File: src/rtl/stgreg_skid_pkg.sv
// ---------------------------------------------------------------------------
// stgreg_skid_pkg
// Shared definitions for the skid-buffered pipeline stage register.
//   - SIZE_ADDR / SIZE_DATA: default pc/instr widths. The shared sizes header
//     normally provides them. The fallbacks below apply only when that header
//     is not part of the build.
//   - stgreg_state_t: 2-bit stage state encoding
//     (STGREG_EMPTY / STGREG_BUSY / STGREG_FULL).
// ---------------------------------------------------------------------------
`ifndef SIZE_ADDR
`define SIZE_ADDR 32
`endif
`ifndef SIZE_DATA
`define SIZE_DATA 32
`endif

package stgreg_skid_pkg;

  // EMPTY: M invalid. BUSY: M valid, S empty. FULL: M and S valid.
  typedef enum logic [1:0] {
    STGREG_EMPTY = 2'b00,
    STGREG_BUSY  = 2'b01,
    STGREG_FULL  = 2'b10
  } stgreg_state_t;

endpackage

File: src/rtl/stgreg_slot.sv
// ---------------------------------------------------------------------------
// stgreg_slot
// One pc+instr holding register, used for both the main register (M) and the
// skid register (S) of stgreg_skid.
// Ports:
//   iw_clk    in   clock, rising edge
//   iw_rst_n  in   asynchronous active-low reset to {0, NOP_INSTR}
//   iw_clr    in   synchronous clear to {0, NOP_INSTR}; wins over load
//   iw_load   in   load enable
//   iw_pc     in   pc to load
//   iw_instr  in   instr to load
//   ow_pc     out  stored pc
//   ow_instr  out  stored instr
// ---------------------------------------------------------------------------
module stgreg_slot #(
  parameter int                ADDR_W    = 32,
  parameter int                DATA_W    = 32,
  parameter logic [DATA_W-1:0] NOP_INSTR = '0
) (
  input  logic              iw_clk,
  input  logic              iw_rst_n,
  input  logic              iw_clr,
  input  logic              iw_load,
  input  logic [ADDR_W-1:0] iw_pc,
  input  logic [DATA_W-1:0] iw_instr,
  output logic [ADDR_W-1:0] ow_pc,
  output logic [DATA_W-1:0] ow_instr
);

  always_ff @(posedge iw_clk or negedge iw_rst_n) begin
    if (!iw_rst_n) begin
      ow_pc    <= '0;
      ow_instr <= NOP_INSTR;
    end else if (iw_clr) begin
      ow_pc    <= '0;
      ow_instr <= NOP_INSTR;
    end else if (iw_load) begin
      ow_pc    <= iw_pc;
      ow_instr <= iw_instr;
    end
  end

endmodule

File: src/rtl/stgreg_skid.sv
// ---------------------------------------------------------------------------
// stgreg_skid
// Pipeline stage register for a pc/instr pair with a valid/ready handshake
// and a two-entry skid buffer (main register M plus skid register S). It
// sustains one transfer per cycle. ow_ready depends on the state register
// only, so it never depends combinationally on iw_ready.
// Optional feature: define STGREG_FLUSH_EN to add the synchronous iw_flush
// input. Flush empties the stage and clears M and S to {0, NOP_INSTR}.
// Ports:
//   iw_clk    in   clock, rising edge
//   iw_rst_n  in   asynchronous active-low reset
//   iw_flush  in   synchronous flush (only with STGREG_FLUSH_EN)
//   iw_valid  in   upstream payload valid
//   ow_ready  out  stage can accept (state != FULL)
//   iw_pc     in   upstream pc
//   iw_instr  in   upstream instr
//   ow_valid  out  downstream payload valid (state != EMPTY)
//   iw_ready  in   downstream accepts
//   ow_pc     out  downstream pc, from M
//   ow_instr  out  downstream instr, from M
//   ow_skid   out  S occupied (state == FULL)
// ---------------------------------------------------------------------------
module stgreg_skid #(
  parameter int                ADDR_W    = `SIZE_ADDR,
  parameter int                DATA_W    = `SIZE_DATA,
  parameter logic [DATA_W-1:0] NOP_INSTR = '0
) (
  input  logic              iw_clk,
  input  logic              iw_rst_n,
`ifdef STGREG_FLUSH_EN
  input  logic              iw_flush,
`endif
  input  logic              iw_valid,
  output logic              ow_ready,
  input  logic [ADDR_W-1:0] iw_pc,
  input  logic [DATA_W-1:0] iw_instr,
  output logic              ow_valid,
  input  logic              iw_ready,
  output logic [ADDR_W-1:0] ow_pc,
  output logic [DATA_W-1:0] ow_instr,
  output logic              ow_skid
);

  import stgreg_skid_pkg::*;

  stgreg_state_t     state_p0;
  stgreg_state_t     state_nxt;
  logic              acc_in;
  logic              acc_out;
  logic              m_load;
  logic              m_from_s;
  logic              s_load;
  logic              slot_clr;
  logic [ADDR_W-1:0] m_pc_d;
  logic [DATA_W-1:0] m_instr_d;
  logic [ADDR_W-1:0] s_pc;
  logic [DATA_W-1:0] s_instr;

  assign ow_valid = (state_p0 != STGREG_EMPTY);
  assign ow_ready = (state_p0 != STGREG_FULL);
  assign ow_skid  = (state_p0 == STGREG_FULL);

  assign acc_in   = iw_valid & ow_ready;
  assign acc_out  = ow_valid & iw_ready;

`ifdef STGREG_FLUSH_EN
  assign slot_clr = iw_flush;
`else
  assign slot_clr = 1'b0;
`endif

  // State register
  always_ff @(posedge iw_clk or negedge iw_rst_n) begin
    if (!iw_rst_n) state_p0 <= STGREG_EMPTY;
    else           state_p0 <= state_nxt;
  end

  // Next state and slot load controls
  always_comb begin
    state_nxt = state_p0;
    m_load    = 1'b0;
    m_from_s  = 1'b0;
    s_load    = 1'b0;
    unique case (state_p0)
      STGREG_EMPTY: begin
        if (acc_in) begin
          m_load    = 1'b1;
          state_nxt = STGREG_BUSY;
        end
      end
      STGREG_BUSY: begin
        if (acc_in && acc_out) begin
          m_load    = 1'b1;
        end else if (acc_in) begin
          // Downstream stalled: the new beat parks in S behind M.
          s_load    = 1'b1;
          state_nxt = STGREG_FULL;
        end else if (acc_out) begin
          state_nxt = STGREG_EMPTY;
        end
      end
      STGREG_FULL: begin
        // ow_ready is low here, so only the drain of M can happen.
        if (acc_out) begin
          m_load    = 1'b1;
          m_from_s  = 1'b1;
          state_nxt = STGREG_BUSY;
        end
      end
      default: state_nxt = STGREG_EMPTY;
    endcase
`ifdef STGREG_FLUSH_EN
    // Flush overrides everything. A same-cycle input is dropped, and a
    // same-cycle output has already been taken downstream.
    if (iw_flush) begin
      state_nxt = STGREG_EMPTY;
      m_load    = 1'b0;
      s_load    = 1'b0;
    end
`endif
  end

  assign m_pc_d    = m_from_s ? s_pc    : iw_pc;
  assign m_instr_d = m_from_s ? s_instr : iw_instr;

  stgreg_slot #(
    .ADDR_W    (ADDR_W),
    .DATA_W    (DATA_W),
    .NOP_INSTR (NOP_INSTR)
  ) u_slot_m (
    .iw_clk   (iw_clk),
    .iw_rst_n (iw_rst_n),
    .iw_clr   (slot_clr),
    .iw_load  (m_load),
    .iw_pc    (m_pc_d),
    .iw_instr (m_instr_d),
    .ow_pc    (ow_pc),
    .ow_instr (ow_instr)
  );

  stgreg_slot #(
    .ADDR_W    (ADDR_W),
    .DATA_W    (DATA_W),
    .NOP_INSTR (NOP_INSTR)
  ) u_slot_s (
    .iw_clk   (iw_clk),
    .iw_rst_n (iw_rst_n),
    .iw_clr   (slot_clr),
    .iw_load  (s_load),
    .iw_pc    (iw_pc),
    .iw_instr (iw_instr),
    .ow_pc    (s_pc),
    .ow_instr (s_instr)
  );

endmodule

File: config.mk
export PLATFORM = sky130hd
export DESIGN_NAME = stgreg_skid
export DESIGN_NICKNAME = d
export VERILOG_FILES = /design/src/rtl/stgreg_skid_pkg.sv /design/src/rtl/stgreg_slot.sv /design/src/rtl/stgreg_skid.sv
export SDC_FILE = /design/constraint.sdc
export NUM_CORES = 1
export LEC_CHECK = 0
export CORE_MARGIN = 1
export CORE_UTILIZATION = 35
export CTS_CLUSTER_DIAMETER = 150
export DETAILED_ROUTE_END_ITERATION = 7
export SKIP_LAST_GASP = 1
export SLEW_MARGIN = 40
export SYNTH_ARGS = -nofsm -noshare
export SYNTH_HDL_FRONTEND = slang
export SYNTH_SLANG_ARGS = --single-unit
File: constraint.sdc
create_clock -name iw_clk -period 1.95 [get_ports iw_clk]
set_input_delay 0.195 -clock iw_clk [delete_from_list [all_inputs] [get_ports iw_clk]]
set_output_delay 0.195 -clock iw_clk [all_outputs]
set_load 0.005 [all_outputs]
## After elaboration in Yosys (flattened, before gate mapping)

Index checks and enable logic that the tools add are counted.

| operators by class | value |
|---|---|
| reductions and logical operators | 4 |
| mux-type cells | 15 |
| bitwise operators | 2 |
| equal/unequal tests | 7 |

Operators with widths:

| kind | number |
|---|---|
| 32-bit 2-to-1 mux | 2 |
| 2-bit 2-to-1 mux | 5 |
| 1-bit 2-to-1 mux | 6 |
| 2-bit != test (second input constant) | 3 |
| 2-bit one-hot mux with 3 select lines | 1 |
| 4-bit AND reduction | 1 |
| 3-bit != test (second input constant) | 1 |
| 1-bit one-hot mux with 3 select lines | 1 |
| 1-bit bitwise AND | 2 |
| 2-bit by 1-bit equality test with 1-bit output (second input constant) | 1 |
| 2-bit equality test (second input constant) | 1 |
| 2-bit logical NOT | 1 |
| 2-bit by 1-bit != test with 1-bit output (second input constant) | 1 |
| 2-bit nonzero test | 1 |
| 1-bit logical AND | 1 |

| word-level totals | value |
|---|---|
| output and inout bits | 67 |
| input port bits | 68 |
| register bits after elaboration | 130 |

## Depth between registers and ports, before layout

Gate-level depths: netlist of the first run.

| logic depth | value |
|---|---|
| word-level depth | 6 |
| gate-level depth with buffers | 6 |

## By module

A second synthesis of the first run with hierarchy kept.

| second synthesis, totals | value |
|---|---|
| cells, all modules | 498 |
| area total of the unflattened synthesis | 6298.5 µm² |

By module, submodules not included:

| module | instances | seq. area each (µm²) | cells each | area an instance (µm²) |
|---|---|---|---|---|
| stgreg_slot | 2 | 1601.5 | 206 | 2611.3 |
| stgreg_skid | 1 | 50.0 | 86 | 1076.0 |

## Worst setup path after synthesis of the first run

No wires, ideal clock.

| timing | value |
|---|---|
| path type | reg-to-reg |
| from | register state_p0[0] |
| to | register u_slot_m.ow_instr[15] |
| buffers on the path | 2 |
| setup time | 125 ps |
| cell stages (with the launch flop) | 7 |
| clock period less this slack | 1598 ps |
| arrival | 1473 ps |
| slack | 352 ps |
| cell sequence | dfrtp_1 -> nor2b_4 -> nand2_2 -> buf_6 -> buf_6 -> mux2_4 -> mux2_2 |

RTL lines:

| element | RTL line | source |
|---|---|---|
| from (decl) | stgreg_skid.sv:46 | `stgreg_state_t state_p0;` |
| from (signal assigned) | stgreg_skid.sv:75 | `else state_p0 <= state_nxt;` |
| 2-bit equality test (*) | -- |  |
| net ow_skid | stgreg_skid.sv:41 | `output logic ow_skid` |
| 1-bit 2-to-1 mux | stgreg_skid.sv:84 | `unique case (state_p0)` |
| 32-bit 2-to-1 mux | stgreg_skid.sv:124 | `assign m_instr_d = m_from_s ? s_instr : iw_instr;` |
| to (signal assigned) | stgreg_slot.sv:39 | `ow_instr <= iw_instr;` |
| to (decl) | stgreg_slot.sv:27 | `output logic [DATA_W-1:0] ow_instr` |

Mark *: on every way through the listed nets, which the timed path passes. The rest lies on a longest branch.
A chain may end at the register's enable or synchronous reset.

## Worst setup path in the final report of the first run

| timing | value |
|---|---|
| from | register state_p0[0] |
| to | output ow_valid |

| between the ends | value |
|---|---|
| cells in the longest elaborated chain, start to end | 1 |

Ends and longest elaborated chain:

| element | RTL line | source |
|---|---|---|
| 2-bit nonzero test | stgreg_skid.sv:59 | `assign ow_valid = (state_p0 != STGREG_EMPTY);` |
| to (decl) | stgreg_skid.sv:37 | `output logic ow_valid,` |

No other way between the ends.

==> impl_metrics.py, run 1 <==
metrics = {
    "timing": {
        "relSlewSlack_pct": 70.74,
        "maxSlewViolCount": 0,
        "timing.final.crit_share_pct": 94.87,
        "finalWorstPathRequiredPeriod_ns": 1.850,
        "finalHoldWorstSlack_ns": 0.2788,
        "timing.final.hold_violations": 0,
        "finalSetupViolations": 0,
        "grt_setup_unrepaired": "no",
        "finClkSkew_ns": 0.006298,
        "setup_total_negative_slack_ns": 0,
        "max_slew.worst_pin.slew_ns": 0.4389,
        "max_clock_freq_ghz": 0.5406,
    },
    "routing": {
        "vias": 3446,
        "detail_route.iter0.violations": 106,
        "firstDrtPassIters": 4,
        "remaining_number_of_nets_flagged_by_the_antenna_check_after_routing": 0,
        "postRouteWirelength_mm": 11.97,
        "post_drt_via_cell_ratio": 4.663,
        "wl_per_cell_um": 16.20,
        "drt_drc": 0,
    },
    "critical_path": {
        "path_class": "flop to output pin",
        "rr_endpoint": "u_slot_m.ow_pc[0]",
        "worstReg2RegStart": "state_p0[0]",
        "timing.reg2reg.worst_path_depth": 5,
        "ff2ff_setup_slack_ns": 0.19,
        "required_ns": 1.75,
        "crit_path_max_fanout": 5,
        "cp_data_arrival_time_ns": 1.65,
        "setup.worst_path.start_class": "flop",
        "crit_path_end_kind": "output pin",
    },
    "layout": {
        "area.growth.synth_to_final_pct": 41.90,
        "mostFrequentLayoutCell": "sky130_fd_sc_hd__mux2_2",
        "seqCellArea_sq_um": 3253,
        "multi_input_area_sq_um": 2295,
        "most-common-layout-cells": "168 x sky130_fd_sc_hd__mux2_2, 133 x sky130_fd_sc_hd__clkdlybuf4s50_1, 130 x sky130_fd_sc_hd__dfrtp_1, 17 x sky130_fd_sc_hd__clkbuf_16, 10 x sky130_fd_sc_hd__mux2_4",
        "num-nets-final": 577,
        "layout-drive-gt1-share_pct": 43.68,
        "fillers": 1357,
        "final_core_utilization_pct": 50.60,
        "post-route-cell-area_sq_um": 8009,
    },
    "yosys": {
        "synth_area_per_cell_sq_um": 15.72,
        "simple_logic_cell_fraction_of_the_synthesized_area_pct": 1.264,
        "synth_enable_flop_cells": 0,
        "largest_family_of_logic_cells_by_synthesized_area": "multiplexers",
        "cell_area_after_synthesis_sq_um": 5644,
        "netlist_instances": 359,
        "synthTopCellsByArea": "sky130_fd_sc_hd__dfrtp_1 58%, sky130_fd_sc_hd__mux2_2 34%, sky130_fd_sc_hd__mux2_4 2.7%, sky130_fd_sc_hd__buf_2 1.4%, sky130_fd_sc_hd__mux2_1 1.4%",
        "netlist-cell-type-count": 20,
        "syn_nets": 427,
        "asyncSetResetFlopFracSynth_pct": 100.0,
        "synth-seq-area-share_pct": 57.64,
        "synth.top_cell.area_share_pct": 57.64,
        "synth_warnings": 0,
        "synthDominantAreaCellType": "sky130_fd_sc_hd__dfrtp_1",
        "postSynth.topFlopCell": "sky130_fd_sc_hd__dfrtp_1",
        "yosys_register_bits": 130,
        "synthMuxAreaShare_pct": 38.28,
        "synth_xor_xnor_area_share_pct": 0,
        "synth_fa_ha_area_share_pct": 0,
        "synth-compound-area-share_pct": 0.7315,
    },
    "pwr": {
        "power.share.switching_pct": 24.45,
        "p_comb_share_pct": 27.9,
        "clock_power_share_pct": 30.9,
        "switchingPower_mw": 2.607,
        "cell_internal_pwr_mw": 8.055,
        "vdd_ir_drop_max_mv": 0.8870,
        "seq_pwr_share_pct": 41.2,
        "power_per_cell_area_nw_per_um2": 1331,
        "leakage_power_nw": 3.333,
    },
    "placed_design": {
        "dpl-instance-area_sq_um": 7386,
        "place.gp.congestion": 0.7497,
        "place.detailed.hpwl_mm": 8.139,
        "port_buffers": 134,
    },
    "die": {
        "initial_core_util_pct": 35.66,
        "dieWidth_um": 129.0,
        "fp-row-count": 46,
        "die_h_um": 129.0,
        "dieArea_sq_um": 16640,
        "io_pins": 135,
        "core_area_sq_um": 15830,
    },
    "global_routing": {
        "largest_net_degree_at_the_start_of_global_routing": 45,
        "grt_pass1_wl_mm": 19.16,
        "global_route.overflow_total": 0,
        "first_global_vias": 3761,
        "antenna_found_initial": 1,
        "track_usage_pct": 15.44,
    },
    "clock_tree": {
        "clock_path_buffers": 2,
        "clk_pin_slew_ns": 0.06,
        "cts_root_buf": "sky130_fd_sc_hd__clkbuf_16",
        "cts_tree": "done",
        "holdBufCountCts": 1,
        "tritoncts_num_sinks": 130,
        "post_cts.repair.setup_buffers": 0,
        "htree_levels": 4,
        "clock_latency_ns": 0.41,
        "post_cts_resized": 0,
        "cts_buffers": 17,
    },
    "job": {
        "maxCapViolations": 0,
    },
    "status": {
        "status": "complete, no violations",
    },
    "hold_path": {
        "min-delay-path-class": "input pin to asynchronous set/reset pin",
    },
}
## layer usage
metal  up-vias  global-route usage (%)  wire [um]
met1      1753                   17.53       4944
met3        15                   4.948        625
li1       1591                       -          -
met4         0                   7.889        293
met5         -                       0          0
met2        87                   26.14       6107
## critical path: stages, from the launching register on
cell and delay [ns]:
sky130_fd_sc_hd__dfrtp_1 0.47, sky130_fd_sc_hd__or2_2 0.32, sky130_fd_sc_hd__clkdlybuf4s50_1 0.46
## Yosys cell counts (2+ instances only)
master and count:
sky130_fd_sc_hd__a21oi_1 4, sky130_fd_sc_hd__buf_2 16, sky130_fd_sc_hd__buf_6 3, sky130_fd_sc_hd__dfrtp_1 130, sky130_fd_sc_hd__mux2_1 7, sky130_fd_sc_hd__mux2_2 168
sky130_fd_sc_hd__mux2_4 10, sky130_fd_sc_hd__mux2i_1 4, sky130_fd_sc_hd__nand2b_1 2, sky130_fd_sc_hd__nor2_1 4, sky130_fd_sc_hd__o21ai_0 2
## registers in the layout, summed over array words and instances (netlist names)
| name | count |
|---|---|
| u_slot_m.ow_instr | 32 |
| u_slot_m.ow_pc | 32 |
| u_slot_s.ow_instr | 32 |
| u_slot_s.ow_pc | 32 |
| state_p0 | 2 |
## power groups by stage
| stage | Combinational (mW) | Clock, mW | Sequential, mW |
|---|---|---|---|
| 2_1_floorplan | 1.44 | 0 | 4.34 |
| 3_3_place_gp | 2.94 | 0 | 4.39 |
| 3_5_place_dp | 3.03 | 0 | 4.44 |
| 4_1_cts | 3.04 | 3.40 | 4.41 |
| 5_1_grt | 3.21 | 3.51 | 4.55 |
| 6_report | 2.98 | 3.29 | 4.39 |
## final cells by class
type,count,area share (%)
timing repair buffer,150,19.65
clock inverter,11,2.000
clock buffer,21,5.624
antenna,1,0.03125
multi-input combinational,209,28.65
sequential,130,40.62
tap,216,3.374
inverter,1,0.04687
## worst max-delay path by stage
stage / from / to / slack [ns] / depth (start not counted)
after global placement: iw_valid / u_slot_m.ow_pc[10] / 0.006 / 6
after global routing: state_p0[0] / ow_valid / 0.04 / 2
after detailed placement: iw_valid / u_slot_m.ow_pc[0] / -0.02 / 6
after CTS: state_p0[0] / ow_valid / 0.07 / 2
final: state_p0[0] / ow_valid / 0.10 / 2
after floorplan: state_p0[0] / u_slot_m.ow_instr[15] / 0.35 / 6
## cells by family (layout without fill, tap and decap cells)
family	Yosys count	after routing
compound gates	8	8
buf+inv	20	183
flops	130	130
mux	189	189
other cells	0	1
simple gates	12	12
## per-stage QoR
step | std cells | power (mW) | setup slack, ns
2_1_floorplan | 359 | 5.781 | 0.3519
5_1_grt | 739 | 11.27 | 0.03533
3_5_place_dp | 705 | 7.478 | -0.01511
3_3_place_gp | 705 | 7.336 | 0.005783
4_1_cts | 738 | 10.85 | 0.06638
6_report | 739 | 10.66 | 0.1001
No activity file was read; power rests on OpenSTA's default activity.
==> run 2: changes to the inputs <==
--- a/config.mk
+++ b/config.mk
@@ -9,6 +9,7 @@
 export CORE_UTILIZATION = 35
 export CTS_CLUSTER_DIAMETER = 150
 export DETAILED_ROUTE_END_ITERATION = 7
+export SETUP_SLACK_MARGIN = 0.3
 export SKIP_LAST_GASP = 1
 export SLEW_MARGIN = 40
 export SYNTH_ARGS = -nofsm -noshare
==> run 2 against run 1 <==
Power rose by 0.41%. Maximum frequency up 12%. Largest power group unchanged. Highest routed layer unchanged. Combinational power increased by 2%. First-iteration DRC count down 26%. Via count grew 0.41%. Critical path type is now flop to flop. Core utilization rose by 0.36 points. Setup slack gained 0.19 ns.
==> impl_metrics.py, run 2 (synthesized netlist as in run 1, its figures left out) <==
metrics = {
    "global_routing": {
        "global_route.overflow_total": 0,
        "first_global_vias": 3777,
        "antenna_found_initial": 1,
        "largest_net_degree_at_the_start_of_global_routing": 45,
        "grt_pass1_wl_mm": 19.18,
        "track_usage_pct": 15.49,
    },
    "critical_path": {
        "required_ns": 2.24,
        "path_class": "flop to flop",
        "crit_top_cell": "sky130_fd_sc_hd__mux2_2",
        "cp_cell_sequence": "nor2b_4 -> nand2_4 -> buf_12 -> mux2_2 -> mux2_2",
        "crit_path_end_kind": "flop",
        "crit_path_max_fanout": 20,
        "cp_data_arrival_time_ns": 1.95,
        "cell_at_the_slowest_stage_of_the_critical_path": "sky130_fd_sc_hd__dfrtp_1",
        "cpPeakStageDelay_ns": 0.41,
        "worstReg2RegStart": "state_p0[1]",
        "ff2ff_setup_slack_ns": 0.29,
        "timing.reg2reg.worst_path_depth": 5,
        "setup.worst_path.start_class": "flop",
        "rr_endpoint": "u_slot_m.ow_instr[1]",
    },
    "timing": {
        "timing.final.hold_violations": 0,
        "timing.final.crit_share_pct": 84.91,
        "relSlewSlack_pct": 70.59,
        "finalWorstPathRequiredPeriod_ns": 1.656,
        "crit_path_setup_slack_layout_ns": 0.2942,
        "max_slew.worst_pin.slew_ns": 0.4411,
        "finalSetupViolations": 0,
        "finalHoldWorstSlack_ns": 0.2795,
        "maxSlewViolCount": 0,
        "setup_total_negative_slack_ns": 0,
        "max_clock_freq_ghz": 0.6040,
        "finClkSkew_ns": 0.006051,
        "grt_setup_unrepaired": "yes",
    },
    "clock_tree": {
        "tritoncts_num_sinks": 130,
        "clock_latency_ns": 0.41,
        "cts_root_buf": "sky130_fd_sc_hd__clkbuf_16",
        "cts_tree": "done",
        "clk_pin_slew_ns": 0.06,
        "cts_buffers": 17,
        "htree_levels": 4,
        "clock_path_buffers": 2,
    },
    "die": {
        "die_h_um": 129.0,
        "core_area_sq_um": 15830,
        "dieArea_sq_um": 16640,
        "io_pins": 135,
        "dieWidth_um": 129.0,
        "fp-row-count": 46,
        "initial_core_util_pct": 35.66,
    },
    "pwr": {
        "power_mw": 10.71,
        "vdd_ir_drop_max_mv": 0.8882,
        "power_per_cell_area_nw_per_um2": 1327,
        "leakage_power_nw": 3.364,
    },
    "placed_design": {
        "placed_cells_incl_taps": 705,
        "place_worst_setup_slack_ns": -0.01511,
        "place.gp.congestion": 0.7497,
        "place.detailed.hpwl_mm": 8.139,
        "port_buffers": 134,
    },
    "layout": {
        "mostFrequentLayoutCell": "sky130_fd_sc_hd__mux2_2",
        "area.growth.synth_to_final_pct": 42.92,
        "layout-drive-gt1-share_pct": 44.68,
        "num-nets-final": 581,
        "most-common-layout-cells": "168 x sky130_fd_sc_hd__mux2_2, 130 x sky130_fd_sc_hd__clkdlybuf4s50_1, 129 x sky130_fd_sc_hd__dfrtp_1, 17 x sky130_fd_sc_hd__clkbuf_16",
        "instances_no_fill": 743,
    },
    "routing": {
        "vias": 3460,
        "drt_drc": 0,
        "postRouteWirelength_mm": 12.09,
        "routed-wl-met3_um": 619,
        "firstDrtPassIters": 4,
        "post_drt_via_cell_ratio": 4.657,
        "remaining_number_of_nets_flagged_by_the_antenna_check_after_routing": 0,
        "routed-wl-met2_mm": 6.192,
        "wirelength_met1_mm": 4.982,
        "wl_per_cell_um": 16.27,
        "topRoutingLayerUsed": "met4",
        "detail_route.iter0.violations": 78,
    },
    "status": {
        "status": "complete, no violations",
    },
    "job": {
        "maxCapViolations": 0,
    },
    "hold_path": {
        "min-delay-path-class": "input pin to asynchronous set/reset pin",
    },
}
run 2: worst max-delay path by stage:
stage | cells after the start | from | end
floorplan | 6 | state_p0[0] | u_slot_m.ow_instr[15]
global placement | 6 | iw_valid | u_slot_m.ow_pc[10]
detailed placement | 6 | iw_valid | u_slot_m.ow_pc[0]
CTS | 5 | state_p0[1] | u_slot_m.ow_instr[1]
global route | 5 | state_p0[1] | u_slot_m.ow_instr[28]
finish | 5 | state_p0[1] | u_slot_m.ow_instr[1]
run 2: per-layer routing:
metal	vias up	GRT usage, %
met5	-	0
met1	1763	17.37
li1	1597	-
met4	0	7.889
met2	85	26.49
met3	15	4.948
run 2: critical path, delay by kind of cell, from the launching register on:
kind	cells	cell delay, ns
and+or+nand+nor	2	0.31
buffers and inverters	1	0.20
muxes	2	0.62
DFF	1	0.41
run 2: cell type report:
| cell class | instances | area (sq um) |
|---|---|---|
| Clock inverter | 11 | 160.2 |
| Clock buffer | 21 | 450.4 |
| Inverter | 1 | 3.754 |
| Tap cell | 216 | 270.3 |
| Sequential cell | 130 | 3254 |
| Fill cell | 1352 | 7761 |
| Multi-Input combinational cell | 209 | 2301 |
| Antenna cell | 1 | 2.502 |
| Timing Repair Buffer | 154 | 1624 |
run 2: repair_timing:
item,CTS,global route
buffers inserted,3,1
endpoints found under the setup margin,81,93
endpoints found under the hold margin,28,0
hold buffers,1,0
pin swaps,1,0
resized for setup,8,2
run 2: report_power, final:
group          internal (mW)  total, mW  switching [mW]
logic                   2.11       3.03           0.924
registers               3.82       4.39           0.566
clock network           2.16       3.29            1.13
total                   8.09       10.7            2.62
run 2: per-stage QoR:
| step | util [%] | area [sq um] |
|---|---|---|
| floorplan | - | 5644 |
| global placement | 46.66 | 7386 |
| detailed placement | 46.66 | 7386 |
| CTS | 50.85 | 8049 |
| global route | 50.96 | 8066 |
| finish | 50.96 | 8066 |
==> edit 1, RTL diff (config.mk and constraints of run 2) <==
Make the reset (`iw_rst_n`) synchronous in 2 clocked blocks. Comments in the files are not updated.
--- a/src/rtl/stgreg_slot.sv
+++ b/src/rtl/stgreg_slot.sv
@@ -29,3 +29,3 @@
 
-  always_ff @(posedge iw_clk or negedge iw_rst_n) begin
+  always_ff @(posedge iw_clk) begin
     if (!iw_rst_n) begin
--- a/src/rtl/stgreg_skid.sv
+++ b/src/rtl/stgreg_skid.sv
@@ -72,3 +72,3 @@
   // State register
-  always_ff @(posedge iw_clk or negedge iw_rst_n) begin
+  always_ff @(posedge iw_clk) begin
     if (!iw_rst_n) state_p0 <= STGREG_EMPTY;
Check against the original RTL: differs if iw_rst_n is asserted again (counterexample within 4 cycles, from zero or initial values and one cycle with iw_rst_n low); with iw_rst_n held inactive, the same outputs for 10 cycles.
==> edit 1 against run 2 <==
Routed wire length grew 29%; first-iteration DRC count grew to 3.1 times the old value; register-to-register slack gained 0.03 ns; sequential cell count is the same; via count grew 38%; die area grew 0.78%; worst setup slack gained 0.014 ns; cell area shrank 2.5%; synthesized cell count grew 66%; area after synthesis grew 0.80%.
Power is not compared: it rests on default switching activity, and its combinational part moved more than twofold at a synthesized area within 25%.
==> edit 1: results (changes against run 2) <==
- The flow ran to the end, and the final reports show no timing, DRC or antenna violations.
- The number of combinational gates with multiple inputs is 407 (+95%).
- The number of fillers in the final layout came to 1483 (+9.7%).
- The startpoint of the worst setup timing path is state_p0[1].
- The fraction of area in registers is 0.3318 (-0.07165).
- The top flip-flop cell by instance count after synthesis is sky130_fd_sc_hd__dfxtp_1.
- In the synthesized netlist, the cells that appear most often are 130 x sky130_fd_sc_hd__dfxtp_1, 130 x sky130_fd_sc_hd__nand2_1, 65 x sky130_fd_sc_hd__a21oi_1.
- The number of DRC violations after detailed-routing iteration 0 is 241 (+210%).
- The async set-reset flop share out of synthesis is 0 (-1.000).
- The cell at the slowest stage of the critical path is sky130_fd_sc_hd__clkdlybuf4s50_1.
- The count of unique library cells instantiated by Yosys is 27 (+35%).
- The number of logic inverters in the finished layout came to 3 (+2).
- The weighted congestion reported at the end of routability-driven placement came to 0.7443 (-0.72%).
- The non-clock buffer instance count of the final layout is 151 (-1.9%).
- The fraction of standard cell area in multi-input logic was 0.3560 (+0.07072).
- The synthesized netlist net count was 665 (+56%).
- The sequential element share of the synthesized area came to 0.4574 (-0.1189).
- The detailed-routed wire length on met2 is 7.444 mm (+20%).
- The global routing usage summed across all routing layers is 0.1866 (+0.03172).
- The first-pass GRT wire length came to 24.35 mm (+27%).
- The portion of the layout cell area used by non-clock buffers came to 0.2045 (+0.003215).
- The area fraction of clock buffers and clock inverters is 0.07126 (-0.004436).
- The path category of the worst min-delay check is input port to flop.
- The register-to-register setup slack is 0.32 ns (+0.03 ns).
- The routed wire length on met3 is 757 µm (+22%).
- The fraction of final layout cells with drive strength greater than 1 is 0.1634 (-0.2833).
- The initial antenna violation count was 0 (-1).
- The measured slew at the worst slew-check pin was 0.4362 ns (-0.004925 ns).
- The cell type group with the largest total delay on the critical path is buffers and inverters.
- The post-route met1 wirelength is 7.257 mm (+46%).
## edit 1: cell families (layout without fill, tap and decap cells)
family          count (synthesis)  count (layout)  share of synthesized area
flops                         130             130                     0.4574
simple gates                  206             206                     0.1447
compound gates                140             140                     0.2305
mux                            61              61                     0.1082
other cells                     0               1                          0
buf+inv                        60             185                    0.05916
## edit 1: worst max path at each step
stage	end	slack, ns	depth (start not counted)
2_1_floorplan	u_slot_m.ow_instr[0]	0.49	6
3_3_place_gp	u_slot_m.ow_instr[14]	0.07	5
3_5_place_dp	u_slot_m.ow_pc[31]	0.01	5
4_1_cts	ow_skid	0.21	2
5_1_grt	ow_skid	0.24	2
6_report	ow_skid	0.31	2
## edit 1: what timing repair did
item / 4_1_cts / 5_1_grt
endpoints found under the hold margin: 0 / 0
resized for setup: 5 / 4
buffers inserted: 0 / 3
pin swaps: 0 / 1
gates cloned: 0 / 1
hold buffers: 0 / 0
setup endpoints to repair: 63 / 8
## edit 1: stage by stage
step | utilization | hold slack (ns) | total power, mW | instances | worst slack (ns)
floorplan | - | 0.3167 | 3.554 | 597 | 0.4920
global placement | 0.4563 | 0.4408 | 4.117 | 903 | 0.07149
detailed placement | 0.4563 | 0.4458 | 4.142 | 903 | 0.01347
CTS | 0.4920 | 0.3525 | 7.183 | 934 | 0.2133
global route | 0.4950 | 0.3811 | 7.401 | 938 | 0.2433
finish | 0.4952 | 0.3743 | 7.116 | 939 | 0.3083
## edit 1: layer usage
metal	GRT usage	vias up
met2	0.3182	123
li1	-	2325
met4	0.05267	0
met5	0	-
met3	0.04996	5
met1	0.2310	2323
## edit 1: report_power, final
group	internal, mW	switching (mW)	total (mW)
clock	1.89	1.13	3.03
combinational	0.615	0.541	1.16
sequential	2.83	0.106	2.93
total	5.34	1.78	7.12
==> edit 2, RTL diff (flow settings as in run 2) <==
Without the edit above. Set the macro `SIZE_DATA` to 64 (it was 32).
--- a/src/rtl/stgreg_skid_pkg.sv
+++ b/src/rtl/stgreg_skid_pkg.sv
@@ -13,3 +13,3 @@
 `ifndef SIZE_DATA
-`define SIZE_DATA 32
+`define SIZE_DATA 64
 `endif
Ports: changed (resized iw_instr and ow_instr); port bits go from 135 to 199. The function was not compared with the original's and may differ.
==> edit 2 against run 2 <==
Power is 46% higher; critical path type unchanged; sequential power is 51% higher; sequential cell count is 64 higher; worst setup slack worse by 0.16 ns; area after synthesis is 60% higher; cell area is 60% higher; routed wire length is 77% higher.
==> edit 2: results (changes against run 2) <==
- The clock input transition at the sequential cells of the worst setup and hold paths is 0.08 ns (+0.02 ns).
- The post-route DRC violation count came to 0 (unchanged).
- The cell leakage power is 5.791 nW (+72%).
- The average via count per standard cell is 4.716 (+1.3%).
- The synthesized netlist net count is 631 (+48%).
- The complex-gate fraction of the synthesized area is 0.004996 (-0.002320).
- The first-pass GRT wire length is 33.12 mm (+73%).
- The cell at the root of the clock tree is sky130_fd_sc_hd__clkbuf_16.
- The largest net degree at the start of global routing is 59 (+31%).
- The sequential element share of the synthesized area is 0.5384 (-0.03793).
- The synthesized-area fraction occupied by adder cells came to 0 (unchanged).
- The critical path arrival came to 2.13 ns (+0.18 ns).
- The number of port buffers was 198 (+48%).
- The count of unique library cells instantiated by Yosys is 22 (+10%).
- The number of vias after detailed routing is 5320 (+54%).
- The final setup skew is 0.009019 ns (+0.002968 ns).
- The xor and xnor fraction of the mapped netlist area is 0 (unchanged).
- The number of antenna diodes is 0 (-1).
- The number of DRC violations after detailed-routing iteration 0 is 173 (+120%).
- The average instance area after synthesis is 16.98 µm² (+8.0%).
- The setup total negative slack is 0 ns (unchanged).
- The worst-case headroom to the max-slew limit came to 0.6460 (-0.05989).
- The total of warnings raised by yosys is 0 (unchanged).
- The worst hold path belongs to the class input port to async pin.
- The flow ran to the end, and the final reports show no timing, DRC or antenna violations.
- The fraction of final layout cells with drive strength greater than 1 is 0.4737 (+0.02692).
- The number of global-route vias before repair came to 5932 (+57%).
- The net count reported at finish is 885 (+52%).
- The logic depth of the worst register-to-register path is 8 (+3).
- The largest fanout of any net on the critical path is 6 (-70%).
- The largest registers in the layout are u_slot_m.ow_instr x64, u_slot_s.ow_instr x64.
- The global-route met3 utilization is 0.04227 (-0.007209).
- The async set-reset flop share out of synthesis is 1.000 (unchanged).
- The met2 track utilization from global routing is 0.2721 (+0.007280).
- The source-to-sink clock delay at the later pin of the worst-skew pair was 0.43 ns (+0.02 ns).
- The initial antenna violation count is 0 (-1).
- The peak ir drop on the vdd network is 684.5 µV (-23%).
- The global routing usage summed across all routing layers was 0.1637 (+0.008835).
- The instance area at placement is 0.01158 mm² (+57%).
- The HPWL reported at the end of detailed placement was 13.70 mm (+68%).
- The placement-stage worst setup slack is -0.1059 ns (-0.09077 ns).
- The deepest clock path buffer count is 2 (unchanged).
- The iteration count of the initial detailed-routing pass is 4 (unchanged).
- The number of placed instances, taps included is 1065 (+51%).
- The commonest cells after synthesis are 194 x sky130_fd_sc_hd__dfrtp_1, 142 x sky130_fd_sc_hd__mux2_4, 123 x sky130_fd_sc_hd__mux2_2.
- The per-cell routed wire length came to 18.97 µm (+17%).
- The met1 track demand over resource in global routing is 0.2086 (+0.03489).
- The weighted congestion reported at the end of routability-driven placement was 0.7486 (-0.15%).
- Ranked by total cell area, the synthesized netlist is headed by sky130_fd_sc_hd__dfrtp_1 54%, sky130_fd_sc_hd__mux2_4 24%, sky130_fd_sc_hd__mux2_2 15%.
- The multiplexer area fraction after synthesis is 0.4145 (+0.03167).
- The depth of the CTS H-tree is 4 (unchanged).
- The TritonCTS buffer count is 17 (unchanged).
==> edit 2: cell count changes after synthesis, moves of 6 or more <==
cell / run 2 / this run
sky130_fd_sc_hd__mux2_1: 7 / 16
sky130_fd_sc_hd__buf_2: 16 / 5
sky130_fd_sc_hd__mux2_2: 168 / 123
sky130_fd_sc_hd__dfrtp_1: 130 / 194
sky130_fd_sc_hd__mux2_4: 10 / 142
sky130_fd_sc_hd__buf_6: 3 / 20
sky130_fd_sc_hd__buf_4: 0 / 6
==> edit 2: area by class of cell <==
| cell class | count | area [µm²] |
|---|---|---|
| clock inverter | 13 | 116.4 |
| fill | 2118 | 12320 |
| sequential | 194 | 4855 |
| clock buffer | 19 | 442.9 |
| inverter | 1 | 6.256 |
| multi-input combinational | 306 | 3940 |
| timing repair buffer | 265 | 3159 |
| tap | 330 | 412.9 |
==> edit 2: path summary, 6_finish.rpt <==
check / startpoint / to / slack, ns
hold / removal: iw_rst_n / u_slot_m.ow_instr[26] / 0.31
setup reg to reg: state_p0[1] / u_slot_m.ow_instr[43] / 0.14
max in group asynchronous: iw_rst_n / u_slot_s.ow_instr[60] / 0.94
setup / recovery: state_p0[1] / u_slot_m.ow_instr[43] / 0.14
hold reg to reg: u_slot_s.ow_instr[25] / u_slot_s.ow_instr[25] / 0.50
min in group iw_clk: iw_instr[42] / u_slot_s.ow_instr[42] / 0.41
==> edit 2: cell families (layout without fill, tap and decap cells) <==
kind of cell / count (synthesis) / after routing
multiplexers: 285 / 285
AO/OA/AOI/OAI: 8 / 8
buffers and inverters: 32 / 298
AND/OR/NAND/NOR: 12 / 13
flip-flops: 194 / 194
==> edit 2: critical path, cell delays in order (launching register included) <==
cell and delay [ns]:
sky130_fd_sc_hd__dfrtp_1 0.42, sky130_fd_sc_hd__nor2b_4 0.15, sky130_fd_sc_hd__buf_12 0.14, sky130_fd_sc_hd__o21ai_4 0.15
sky130_fd_sc_hd__o21ai_4 0.09, sky130_fd_sc_hd__buf_4 0.15, sky130_fd_sc_hd__buf_12 0.14, sky130_fd_sc_hd__clkbuf_16 0.16
sky130_fd_sc_hd__mux2_4 0.29
==> edit 2: where the power goes <==
group | switching [mW] | total [mW] | internal, mW
registers | 0.947 | 6.64 | 5.70
logic | 1.66 | 5.63 | 3.97
clock network | 1.68 | 3.40 | 1.72
total | 4.28 | 15.7 | 11.4
==> edit 2: metal layers <==
metal / wire (µm) / up-vias
met5: 0 / -
met4: 301 / 0
met3: 1133 / 16
met2: 10700 / 136
met1: 9261 / 2744
li1: - / 2424
==> edit 2: timing repair <==
item,CTS,global route
setup endpoints to repair,186,186
hold buffers,1,0
endpoints found under the hold margin,53,0
cloned,9,6
pin swaps,3,1
buffers inserted,13,2
resized for setup,47,22
